$ cat src/rtl/uart_alu_ctrl.sv
// Frame controller between UART FIFOs and a combinational ALU.
// Pops A, B, opcode; pushes one result byte or an error code.
module uart_alu_ctrl #(
  parameter int DBIT = 8,
  parameter int NB_OP = 6,
  parameter int TIMEOUT = 500000,
  parameter int TO_BITS = 19,
  parameter logic [DBIT-1:0] ERR_CODE = 8'hEE
) (
  input  logic             clk,
  input  logic             reset,
  input  logic             rx_empty,
  input  logic [DBIT-1:0]  r_data,
  output logic             rd_uart,
  input  logic             tx_full,
  output logic [DBIT-1:0]  w_data,
  output logic             wr_uart,
  output logic [DBIT-1:0]  alu_a,
  output logic [DBIT-1:0]  alu_b,
  output logic [NB_OP-1:0] alu_op,
  input  logic [DBIT-1:0]  alu_result,
  output logic             busy,
  output logic             done_tick,
  output logic             err_tick
);

  typedef enum logic [2:0] {
    RD_A, RD_B, RD_OP, EXEC, SEND
  } state_t;

  localparam logic [TO_BITS-1:0] TO_LAST =
    TO_BITS'((TIMEOUT > 0) ? TIMEOUT - 1 : 0);
  localparam bit TO_EN = (TIMEOUT > 0);

  state_t state_q, state_d;
  logic [TO_BITS-1:0] to_q;
  logic [DBIT-1:0] result_q;
  logic err_q;
  logic pop;
  logic to_hit;
  logic op_ok;

  function automatic logic op_valid(input logic [NB_OP-1:0] op);
    logic [5:0] o;
    o = 6'(op);
    unique case (o)
      6'b100000, 6'b100010,
      6'b100100, 6'b100101,
      6'b100110, 6'b100111,
      6'b000011, 6'b000010: return 1'b1;
      default: return 1'b0;
    endcase
  endfunction

  assign op_ok = op_valid(alu_op);
  assign to_hit = TO_EN && rx_empty && (to_q == TO_LAST);
  assign busy = (state_q != RD_A);
  assign w_data = result_q;
  // Fall-through FIFO: the pop strobe is combinational on rx_empty
  assign rd_uart = pop & ~reset;

  always_comb begin
    state_d = state_q;
    pop = 1'b0;
    wr_uart = 1'b0;
    done_tick = 1'b0;
    err_tick = 1'b0;
    unique case (state_q)
      RD_A: begin
        if (!rx_empty) begin
          pop = 1'b1;
          state_d = RD_B;
        end
      end
      RD_B: begin
        if (!rx_empty) begin
          pop = 1'b1;
          state_d = RD_OP;
        end else if (to_hit) begin
          err_tick = 1'b1;
          state_d = RD_A;
        end
      end
      RD_OP: begin
        if (!rx_empty) begin
          pop = 1'b1;
          state_d = EXEC;
        end else if (to_hit) begin
          err_tick = 1'b1;
          state_d = RD_A;
        end
      end
      EXEC: state_d = SEND;
      SEND: begin
        if (!tx_full) begin
          wr_uart = 1'b1;
          done_tick = ~err_q;
          err_tick = err_q;
          state_d = RD_A;
        end
      end
      default: state_d = RD_A;
    endcase
  end

  always_ff @(posedge clk or posedge reset) begin
    if (reset) begin
      state_q <= RD_A;
      to_q <= '0;
      result_q <= '0;
      err_q <= 1'b0;
      alu_a <= '0;
      alu_b <= '0;
      alu_op <= '0;
    end else begin
      state_q <= state_d;
      if (pop && state_q == RD_A) alu_a <= r_data;
      if (pop && state_q == RD_B) alu_b <= r_data;
      if (pop && state_q == RD_OP) alu_op <= r_data[NB_OP-1:0];
      if (state_q == EXEC) begin
        result_q <= op_ok ? alu_result : ERR_CODE;
        err_q <= ~op_ok;
      end
      // Cleared on every state change and every pop
      if (state_d != state_q || pop) begin
        to_q <= '0;
      end else if (rx_empty &&
                   (state_q == RD_B || state_q == RD_OP)) begin
        to_q <= to_q + 1'b1;
      end
    end
  end

endmodule

$ cat config.mk
export PLATFORM = sky130hd
export DESIGN_NAME = uart_alu_ctrl
export DESIGN_NICKNAME = d
export VERILOG_FILES = /design/src/rtl/uart_alu_ctrl.sv
export SDC_FILE = /design/constraint.sdc
export NUM_CORES = 1
export LEC_CHECK = 0
export BUFFER_PORTS_ARGS = -buffer_cell sky130_fd_sc_hd__buf_2
export CELL_PAD_IN_SITES_DETAIL_PLACEMENT = 0
export CELL_PAD_IN_SITES_GLOBAL_PLACEMENT = 1
export CORE_MARGIN = 4
export CORE_UTILIZATION = 42
export DETAILED_ROUTE_END_ITERATION = 8
export PLACE_DENSITY_LB_ADDON = 0.1
export RECOVER_POWER = 25
export SYNTH_ARGS = -nofsm -noshare
export SYNTH_HDL_FRONTEND = slang
export SYNTH_SLANG_ARGS = --single-unit
export TNS_END_PERCENT = 1
$ cat constraint.sdc
create_clock -name clk -period 2.2 [get_ports clk]
set_clock_uncertainty 0.1 [all_clocks]
set_input_delay 0.33 -clock clk [delete_from_list [all_inputs] [get_ports clk]]
set_output_delay 0.33 -clock clk [all_outputs]
set_load 0.005 [all_outputs]
==> results_dict.tcl <==
set metrics [dict create \
    peakVddDrop_mv 0.661 \
    critPathCaptureType "primary output" \
    wirelength_mm 5.23 \
    power_density_nw_per_um2 1090 \
    grt_start_max_net_pins 36 \
    cts_sinks 53 \
    seq_area_sq_um 1330 \
    finalSetupViolations 0 \
    crit_family "simple AND/OR/NAND/NOR gates" \
    drt_pass1_iterations 6 \
    syn_area_per_cell_sq_um 11.5 \
    hold_viol 0 \
    grt_overflow 0 \
    slew_violations 0 \
    clock.fmax_ghz 0.465 \
    crit_type "reg2out" \
    intPower_uw 2140 \
    antenna_left 0 \
    yosysSeqAreaShare 0.544 \
    leakage_uw 0.00127 \
    pwr-share-seq 0.466 \
    critPathLaunchType "register" \
    core_sq_um 5570 \
    syn-cell-area_sq_um 2440 \
    synth-seq-cells 53 \
    yosysWarningCount 0 \
    wire_per_inst_um 14.9 \
    htree_levels 2 \
    timing.final.crit_share 0.978 \
    grt_usage 0.156 \
    netlist_instances 212 \
    detail_route.drc_violations 0 \
    die_area_sq_um 7080 \
    vias_per_cell 5.06 \
    die_x_um 84.2 \
    p_clk_frac 0.175 \
    area_growth_pct 21.5 \
    fp.dieH_um 84.2 \
    cts_root_buffer "clkbuf_8" \
    critPathMaxFanout 6 \
    initial_utilization 0.437 \
    whs_ns 0.134 \
    rows 27 \
    hold_class "in2reg" \
    cap_viol_max_count 0 \
    maxSlewHeadroom 0.473 \
    fin_nets 299 \
    gp_congestion 0.727 \
    status "completed" \
    cp.required_ns 1.77 \
    slowest_delay_ns 0.48 \
    cts_tree "built" \
    power.total_uw 3230 \
    worst_pin_slew_ns 0.789 \
    p_switching_uw 1090 \
    comb_power_share 0.359 \
    grt_pass1_vias 1788 \
    port_buffers 54 \
    io_pins 55 \
    crit_chain "nor4b_2 > nand2_1 > nor3_2 > a22o_1 > buf_2" \
    drive_above_1_share 0.348 \
    fin_crit_ns 2.15 \
    yosysUniqueCellTypes 40 \
    critPathSlowestCell "dfrtp_1" \
    dp_hpwl_mm 3.96 \
    ctsLongestPathBuffers 2 \
    multi_input_area_sq_um 1080 \
    drt-initial-drc-count 68 \
    p_sw_frac 0.337 \
    clk_pin_slew_ns 0.10 \
    rsz0062_at_grt "yes" \
    insertedDiodeCount 0 \
    antenna_found_initial 0 \
    critPathArrivalTime_ns 1.72 \
    grt_first_pass_wirelength_mm 8.90 \
    critPathBufInv 1 \
    numCtsBuffers 5 \
    syn_nets 233 \
    fill_cells 531 \
    clock_latency_ns 0.31 \
    via_count 1775 \
]
-- path summary, 6_finish.rpt --
| check | startpoint | to | slack (ns) | depth (start not counted) |
|---|---|---|---|---|
| max | to_q[14]$_DFFE_PP0P_ | err_tick | 0.05 | 5 |
| min | alu_result[5] | w_data[5]$_DFFE_PP0P_ | 0.13 | 2 |
| max reg2reg | state_q[0]$_DFF_PP0_ | w_data[6]$_DFFE_PP0P_ | 0.31 | 5 |
| min reg2reg | w_data[4]$_DFFE_PP0P_ | w_data[4]$_DFFE_PP0P_ | 0.39 | 2 |
| max in group asynchronous | reset | alu_a[7]$_DFFE_PP0P_ | 0.75 | 4 |
| min in group asynchronous | reset | state_q[1]$_DFF_PP0_ | 0.61 | 3 |
-- layout by cell type, fill, tap and decap left out, types with 7 or more instances in the layout --
master     n
buf_4      9
dfrtp_1   53
xor2_1     9
xnor2_1    7
clkbuf_1   7
mux2_2    22
nand2_1   13
nor2_1    23
nand3_1   11
buf_2     47
-- per-layer routing --
layer  global-route usage  share of wire
met5                    0              0
met4               0.0482          0.012
met3               0.0363          0.045
met2                0.249           0.46
met1                0.213           0.48
-- flip-flops by register name, indices dropped and copies added (netlist names) --
register	cells
state_q	3
to_q	19
alu_b	8
w_data	8
alu_a	8
alu_op	6
err_q	1
-- synthesized netlist by cell type (all sizes together) --
| master | count | area [sq um] |
|---|---|---|
| dfrtp | 53 | 1330 |
| nor2 | 23 | 86.3 |
| mux2 | 22 | 248 |
| nand2 | 13 | 48.8 |
| nand3 | 11 | 55.1 |
| nor3 | 11 | 75.1 |
| xor2 | 9 | 78.8 |
| xnor2 | 7 | 61.3 |
| o22a | 6 | 52.6 |
| nand2b | 5 | 31.3 |
| nand4 | 5 | 31.3 |
| o21ai | 5 | 25.0 |
| a21oi | 4 | 20.0 |
| buf | 4 | 28.8 |
| nor2b | 4 | 25.0 |
| inv | 3 | 11.3 |
| or3 | 3 | 18.8 |
| and4 | 2 | 17.5 |
| clkbuf | 2 | 7.51 |
| nor4 | 2 | 12.5 |
| o21a | 2 | 15.0 |
| or2 | 2 | 12.5 |
| a2111oi | 1 | 8.76 |
| a211oi | 1 | 7.51 |
| a22o | 1 | 8.76 |
| and2 | 1 | 6.26 |
| and3 | 1 | 6.26 |
| ha | 1 | 12.5 |
| mux2i | 1 | 10.0 |
| nor3b | 1 | 7.51 |
| nor4b | 1 | 8.76 |
| o2111a | 1 | 11.3 |
| o211a | 1 | 17.5 |
| o221ai | 1 | 8.76 |
| o22ai | 1 | 6.26 |
| o41ai | 1 | 27.5 |
-- per-stage QoR --
stage               instance area (sq um)  utilization  setup slack (ns)  TNS [ns]  std cells
CTS                                  2960        0.532            0.0150         0        351
detailed placement                   2850        0.511             0.209         0        342
floorplan                            2440            -             0.444         0        212
global route                         2960        0.531           -0.0627   -0.0770        351
finish                               2960        0.531            0.0486         0        351
global placement                     2850        0.511             0.251         0        342
-- what timing repair did --
item | CTS | global route
gates resized for setup | 2 | 1
hold buffers | 1 | 0
hold endpoints to repair | 18 | 0
endpoints found under the setup margin | 1 | 2
buffers inserted | 0 | 0
-- kinds of logic (layout without fill, tap and decap cells) --
logic type / after synthesis / after routing / share of synthesized area
multiplexers: 23 / 23 / 0.106
AND/OR/NAND/NOR: 85 / 85 / 0.182
XOR/XNOR: 16 / 16 / 0.0575
adder cells (fa/ha/maj): 1 / 1 / 0.00514
AO/OA/AOI/OAI: 25 / 25 / 0.0858
buffers and inverters: 9 / 76 / 0.0195
flip-flops: 53 / 53 / 0.544
-- cell type report --
cell class | count | area share
Multi-Input combinational cell | 150 | 0.364
Clock inverter | 3 | 0.00888
Timing Repair Buffer | 65 | 0.121
Inverter | 3 | 0.00380
Clock buffer | 5 | 0.0232
Tap cell | 72 | 0.0304
Sequential cell | 53 | 0.448
-- power by group through the flow --
stage	Sequential [uW]	Clock, uW	Combinational (uW)
after floorplan	1520	0	694
after global placement	1520	0	1190
after detailed placement	1530	0	1200
after CTS	1510	586	1210
after global routing	1560	635	1290
final	1510	566	1160
Power figures use the tool's default switching activity.
